$ cat src/rtl/traffic_pkg.sv
`default_nettype none
// ============================================================================
// Module      : traffic_pkg
// Description : Shared light/state encodings and the state-to-lights decode
//               for the two-road traffic-light controller.
// Revision    : 1.0 - initial release
// ============================================================================
package traffic_pkg;

    typedef enum logic [1:0] {
        GREEN  = 2'b00,
        YELLOW = 2'b01,
        RED    = 2'b10
    } light_t;

    typedef enum logic [1:0] {
        A_GRN = 2'd0,
        A_YEL = 2'd1,
        B_GRN = 2'd2,
        B_YEL = 2'd3
    } state_t;

    typedef struct packed {
        light_t a;
        light_t b;
    } lights_t;

    // Unknown encodings decode to all-red so two roads can never both be open.
    function automatic lights_t lights_of(input state_t s);
        lights_t l;
        l.a = RED;
        l.b = RED;
        case (s)
            A_GRN:   l.a = GREEN;
            A_YEL:   l.a = YELLOW;
            B_GRN:   l.b = GREEN;
            B_YEL:   l.b = YELLOW;
            default: ;
        endcase
        return l;
    endfunction

endpackage
`default_nettype wire

$ cat src/rtl/tick_dwell_timer.sv
`default_nettype none
// ============================================================================
// Module      : tick_dwell_timer
// Description : Saturating tick counter with enable and synchronous clear.
//               Clear wins over enable.
// Revision    : 1.0 - initial release
// ============================================================================
module tick_dwell_timer #(
    parameter int WIDTH = 2
) (
    input  logic             clk,
    input  logic             reset,
    input  logic             en,
    input  logic             clr,
    output logic [WIDTH-1:0] count
);

    logic [WIDTH-1:0] r_count;

    always_ff @(posedge clk) begin
        if (reset || clr) begin
            r_count <= '0;
        end else if (en && (r_count != {WIDTH{1'b1}})) begin
            r_count <= r_count + WIDTH'(1);
        end
    end

    assign count = r_count;

endmodule
`default_nettype wire

$ cat src/rtl/traffic_light_ctrl.sv
`default_nettype none
// ============================================================================
// Module      : traffic_light_ctrl
// Description : Two-road traffic-light controller advancing on divider ticks,
//               with minimum green, sensor-extended green and fixed yellow.
// Revision    : 1.0 - initial release
// ============================================================================
module traffic_light_ctrl
    import traffic_pkg::*;
#(
    parameter int MIN_GREEN    = 3,
    parameter int YELLOW_TICKS = 2
) (
    input  logic       clk,
    input  logic       reset,
    input  logic       tick,
    input  logic       ta,
    input  logic       tb,
    output logic [1:0] la,
    output logic [1:0] lb,
    output logic [1:0] phase
);

    localparam int c_dwell_max = (MIN_GREEN > YELLOW_TICKS) ? MIN_GREEN : YELLOW_TICKS;
    localparam int c_dwell_w   = $clog2(c_dwell_max + 1);
    localparam logic [c_dwell_w-1:0] c_grn_last = c_dwell_w'(MIN_GREEN - 1);
    localparam logic [c_dwell_w-1:0] c_yel_last = c_dwell_w'(YELLOW_TICKS - 1);

    state_t               r_state;
    state_t               w_next;
    logic                 w_change;
    logic [c_dwell_w-1:0] w_dwell;
    lights_t              w_lights;
    light_t               r_la;
    light_t               r_lb;
    logic [1:0]           r_phase;

    tick_dwell_timer #(
        .WIDTH (c_dwell_w)
    ) u_dwell (
        .clk   (clk),
        .reset (reset),
        .en    (tick),
        .clr   (w_change),
        .count (w_dwell)
    );

    // Decisions use the dwell value before this tick's increment.
    always_comb begin
        w_next = r_state;
        case (r_state)
            A_GRN: if (tick && !ta && (w_dwell >= c_grn_last)) w_next = A_YEL;
            A_YEL: if (tick && (w_dwell == c_yel_last))         w_next = B_GRN;
            B_GRN: if (tick && !tb && (w_dwell >= c_grn_last)) w_next = B_YEL;
            B_YEL: if (tick && (w_dwell == c_yel_last))         w_next = A_GRN;
            default:                                             w_next = A_GRN;
        endcase
    end

    assign w_change = (w_next != r_state);
    assign w_lights = lights_of(w_next);

    // Lights and phase are registered from the next state so they stay glitch-free.
    always_ff @(posedge clk) begin
        if (reset) begin
            r_state <= A_GRN;
            r_la    <= GREEN;
            r_lb    <= RED;
            r_phase <= 2'd0;
        end else begin
            r_state <= w_next;
            r_la    <= w_lights.a;
            r_lb    <= w_lights.b;
            r_phase <= w_next;
        end
    end

    assign la    = r_la;
    assign lb    = r_lb;
    assign phase = r_phase;

endmodule
`default_nettype wire
$ cat config.mk
export PLATFORM = sky130hd
export DESIGN_NAME = traffic_light_ctrl
export DESIGN_NICKNAME = d
export VERILOG_FILES = /design/src/rtl/traffic_pkg.sv /design/src/rtl/tick_dwell_timer.sv /design/src/rtl/traffic_light_ctrl.sv
export SDC_FILE = /design/constraint.sdc
export NUM_CORES = 1
export LEC_CHECK = 0
export CELL_PAD_IN_SITES_DETAIL_PLACEMENT = 1
export CELL_PAD_IN_SITES_GLOBAL_PLACEMENT = 1
export CORE_AREA = 2 2 39 41
export CTS_BUF_LIST = sky130_fd_sc_hd__clkbuf_2
export CTS_CLUSTER_DIAMETER = 120
export DETAILED_ROUTE_END_ITERATION = 12
export DIE_AREA = 0 0 41 43
export GPL_TIMING_DRIVEN = 0
export PLACE_DENSITY = 0.58
export SETUP_SLACK_MARGIN = 0.3
export SYNTH_ARGS = -nofsm -noshare
export SYNTH_HDL_FRONTEND = slang
export SYNTH_HIERARCHICAL = 1
export SYNTH_SLANG_ARGS = --single-unit
$ cat constraint.sdc
create_clock -name clk -period 1.1 [get_ports clk]
set_clock_uncertainty 0.1 [all_clocks]
set_input_delay 0.275 -clock clk [delete_from_list [all_inputs] [get_ports clk]]
set_output_delay 0.275 -clock clk [all_outputs]
set_load 0.02 [all_outputs]
======== Yosys cells after proc, flatten, opt, wreduce, memory -nomap -nowiden ========
Cells that the tools add are included.
word-level totals
  flip-flop bits (word level) ............. 8
  input port bits ......................... 5
  output and inout port bits .............. 6
  word-level logic and storage cells ...... 33
cells by class
  add/subtract/negate cells ............... 1
  magnitude comparators ................... 1
  eq/ne operators ......................... 9
  multiplexer cells ....................... 7
  reductions and logical operators ........ 11
operators with widths
  cell                                                      count
  == test 2 bit, second input constant                      4
  2-to-1 mux 2 bit                                          4
  one-hot mux 2 bit (2 select lines)                        2
  one-hot mux 2 bit (4 select lines)                        1
  == test 2 x 1 -> 1 bit, second input constant             3
  logical AND 1 bit                                         6
  zero test 2 bit                                           2
  adder 2 x 1 -> 2 bit, second input constant               1
  greater-or-equal comparator 2 bit, second input constant  1
  zero test 1 bit                                           2
  inequality test 2 bit                                     1
  inequality test 2 bit, second input constant              1
  logical OR 1 bit                                          1

======== Logic depth before layout (Yosys ltp) ========
  depth after elaboration ................. 7
  gate-level depth with buffers ........... 4

======== Hierarchy ========
The synthesis kept the hierarchy.
by module, submodules not included
  module              instances  cells each  area each (µm²)
  traffic_light_ctrl  1          20          226.5
  tick_dwell_timer    1          8           105.1

======== Worst setup path after synthesis ========
OpenSTA, ideal clock, no wires.
  path type ............................... register to register
  from .................................... register phase[1] (netlist name)
  to ...................................... register r_lb[0], in the netlist lb[0]
  library setup time ...................... 73 ps
  data arrival time ....................... 1072 ps
  data required time ...................... 927 ps
  path slack .............................. -145 ps
  cell stages (with the launch flop) ...... 4
  buffers on the path ..................... 0
  period minus slack after synthesis ...... 1245 ps
  cell sequence ........................... dfxtp_1 > mux2i_1 > a32oi_2 > nor3b_2
RTL lines
  element                 RTL line                  text
  end signal: assignment  traffic_light_ctrl.sv:73  r_lb <= w_lights.b;
  end: declaration        traffic_light_ctrl.sv:35  light_t r_lb;

======== Worst setup path in the final report ========
  from .................................... register u_dwell.r_count[1], in the netlist u_dwell/count[1]
  to ...................................... register r_la[1], in the netlist la[1]
between the ends
  cells in the longest elaborated chain, start to end .. 6
  elaborated cells between the ends (all ways) .. 13
  classes of those cells .................. order compare (1); eq/ne (2); mux (6); reduce/logical (4)
ends and longest elaborated chain
  element                                                                             RTL line                  text
  start: declaration                                                                  tick_dwell_timer.sv:18    logic [WIDTH-1:0] r_count;
  start signal: assignment                                                            tick_dwell_timer.sv:24    r_count <= r_count + WIDTH'(1);
  greater-or-equal comparator 2 bit / == test 2 x 1 -> 1 bit (equally long branches)  n/a
  logical AND 1 bit (on tied branches)                                                n/a
  2-to-1 mux 2 bit (on tied branches)                                                 n/a
  one-hot mux 2 bit (4 select lines) *                                                traffic_light_ctrl.sv:51  case (r_state)
  == test 2 x 1 -> 1 bit / zero test 2 bit (equally long branches)                    traffic_pkg.sv:33         case (s)
  one-hot mux 2 bit (2 select lines) *                                                traffic_pkg.sv:33
  end signal: assignment                                                              traffic_light_ctrl.sv:72  r_la <= w_lights.a;
  end: declaration                                                                    traffic_light_ctrl.sv:34  light_t r_la;
Every way passes the cells marked *; elsewhere a longest branch is shown, timed or not.
A chain may end at the register's enable or synchronous reset.

==> impl_results.md <==
- Dominant synthesized flop cell: dfxtp_1
- Vias in the first global route: 267
- Drt wl/cell: 11.5 µm
- Synth top cells by count: 8 x dfxtp_1, 3 x nor2b_1, 2 x mux2i_1, 2 x nor3_2, 2 x xnor2_1
- H-tree depth: 1
- Reg-to-Reg Start: u_dwell/count[1]
- CTS buffer count: 3
- Final estimated routing congestion in global placement: 0.613
- RSZ-0062 raised after global routing: true
- Finished Core Util: 38.2%
- Pwr Density: 1140 mW/mm²
- Setup crit start kind: flip-flop
- Lkg Pwr: 0.000216 µW
- Buf+Inv Stages, Crit Path: 0
- Reg2Reg Setup Slack: -0.06 ns
- Critical Path AT: 1.17 ns
- Violated checks: negative setup slack
- Initial Utilization: 24.0%
- GR Overflow Total: 0
- WP data required: 1.11 ns
- Largest net degree at the start of global routing: 9
- Share of layout cells above drive strength 1: 62.8%
- # setup viols final: 10
- Metal-1 WL: 259 µm
- Die W: 41 µm
- CTS Buffer Depth: 2
- Initial antenna violation count: 0
- Detailed Route Iter0 Violations: 0
- Main area contributors after synthesis: dfxtp_1 48%, mux2i_1 6.0%, nor3_2 6.0%
- Synth Area in Compound Gates: 4.91%
- Slew Limit Fails: 0
- Flops & latches, synth: 8
- Period utilization: 105%
- Clock latency at the later pin of the worst-skew pair: 0.24 ns
- Max Fclk: 863 MHz
- Post-synth top area cell: dfxtp_1
- Wire length on met3: 55 µm
- Worst Setup SP: u_dwell/count[1]
- Critical path's slowest cell: dfxtp_2
- CP Capture Type: flip-flop
- P&R area growth vs syn: 59.2%
- Worst R2R Path Depth: 3
- Top cell type's share of synthesized area: 48.3%
- DR top layer: met4
- First-pass GRT wire length: 1150 µm
- Post-synthesis sequential area ratio: 48.3%
- Max_slew headroom: 77.6%
- Vias per cell: 4.29
- Synth Instances: 28
- Worst Hold Depth: 1
- Main combinational cell family by area after synthesis: simple AND/OR/NAND/NOR gates
- TritonCTS clock tree: done
- Total die area: 0.00176 mm²
- Synth cell types: 16
- Run status: complete, but fails checks
- HP Class: reg -> reg
- Power Total: 602 µW
- Critical path class: reg -> reg
- Die H: 43 µm
- Multi-input gate area: 206 µm²
- Port Buffer Count: 10
- Final WL: 680 µm
- Max incr delay on CP: 0.35 ns
- IO Pins: 11
- Clock root buffer master: clkbuf_2
- # diodes: 0
- Hold Fails Final Rpt: 0
- Setup WS post-layout: -0.0586 ns
- Ys async rst share: 0%
- Worst R2R End: la[1]
- Clk slew on worst S/H paths: 0.09 ns
- Max-cap viol count: 0
- Register area: 174 µm²
- Top cell family by delay on the critical path: simple AND/OR/NAND/NOR gates
- Crit-path cells: nand4b_1 -> xnor2_2 -> nor2b_1
- Total core area: 0.00138 mm²
- Detailed Routing Iterations Pass 1: 1
- Synth Area in XOR/XNOR: 5.28%
- WL met2: 348 µm
- Worst hold endpoint: lb[0]
- Fill count: 159
- Worst-Margin Slew: 0.336 ns
- Syn Area/Cell: 11.8 µm²
- DRC: 0
- Ys Warns: 6
- Clk sinks: 8
- Mapped Area: 332 µm²
- Count leader, synth: dfxtp_1
- Crit path time final: 1.16 ns
- Cell row count: 14
- Final ANT Viol Nets: 0
- Largest fanout on the critical path: 5
- Synth Area in Adders: 3.77%
- Max rail drop VDD: 0.000609 V
- Hold Crit Start: phase[1]
- Final #Nets: 50
- Synth Area in Simple Gates: 31.7%
- Post-synth EDFFs: 0
- Global Route Usage Sum: 10.4%
- Vias: 253
- Syn Nets: 34
- DPL Wire Length: 533 µm
- Post-synthesis mux area share: 6.04%
[metal layers]
layer / global-route usage, % / up-vias
met5: 0 / -
met4: 10.0 / 0
met3: 3.14 / 2
met2: 15.3 / 8
met1: 10.7 / 114
li1: - / 129
[flip-flops by register name, indices dropped and copies added (netlist names)]
name,cells
u_dwell/count,2
la,2
lb,2
phase,2
[where the power goes]
group	internal, µW	total [µW]	switching (µW)
clock	96.6	200	103
sequential	300	316	16.5
combinational	48.2	86.6	38.4
[cells by family after synthesis]
| group | after synthesis |
|---|---|
| AO/OA/AOI/OAI | 1 |
| multiplexers | 2 |
| AND/OR/NAND/NOR | 14 |
| XOR/XNOR | 2 |
| adder cells (fa/ha/maj) | 1 |
| flip-flops | 8 |
[layout by cell type (no fill, tap or decap)]
cell / netlist / final
dfxtp_2: 0 / 5
buf_6: 0 / 5
clkbuf_2: 0 / 4
dlygate4sd2_1: 0 / 3
nor2b_1: 3 / 2
buf_4: 0 / 2
dfxtp_4: 0 / 2
nor3_2: 2 / 2
mux2i_4: 0 / 1
nor2b_2: 0 / 1
nand3_1: 1 / 1
nand4b_1: 1 / 1
nand2_1: 1 / 1
xnor2_2: 0 / 1
nand2b_1: 1 / 1
nand3b_1: 1 / 1
a32oi_2: 1 / 1
nor3_1: 1 / 1
nor3b_2: 1 / 1
nor2_1: 1 / 1
clkdlybuf4s50_1: 0 / 1
dfxtp_1: 8 / 1
nor2b_4: 1 / 1
xnor2_1: 2 / 1
mux2i_1: 2 / 1
ha_4: 0 / 1
[worst max-delay path by stage]
stage / endpoint / slack [ns] / cells after the start
5_1_grt: u_dwell/count[0] / -0.13 / 4
4_1_cts: la[1] / -0.07 / 3
3_5_place_dp: la[1] / -0.54 / 4
2_1_floorplan: lb[0] / 0.01 / 3
6_report: la[1] / -0.06 / 3
3_3_place_gp: phase[1] / -0.51 / 4
[cell type report]
type | instances | area share (%)
Tap cell | 16 | 3.79
Multi-Input combinational cell | 20 | 39.1
Sequential cell | 8 | 32.9
Clock buffer | 4 | 3.79
Timing Repair Buffer | 11 | 20.4
[metrics by stage]
step / setup TNS (ns) / area [µm²] / instances / setup WS [ns] / hold WS, ns
after floorplan: 0 / 358 / 28 / 0.0128 / 0.237
after global placement: -4.47 / 478 / 54 / -0.506 / 0.365
after detailed placement: -4.72 / 478 / 54 / -0.537 / 0.369
after CTS: -0.497 / 526 / 59 / -0.0709 / 0.452
after global routing: -1.06 / 528 / 59 / -0.134 / 0.462
final: -0.333 / 528 / 59 / -0.0586 / 0.447
[timing repair]
action                     in CTS  in global routing
hold endpoints to repair        0                  0
setup endpoints to repair      14                 14
hold buffers                    0                  0
pin swaps                       4                  1
resized for setup              43                  1
setup buffers                   1                  0
(Power assumes the default switching activity.)
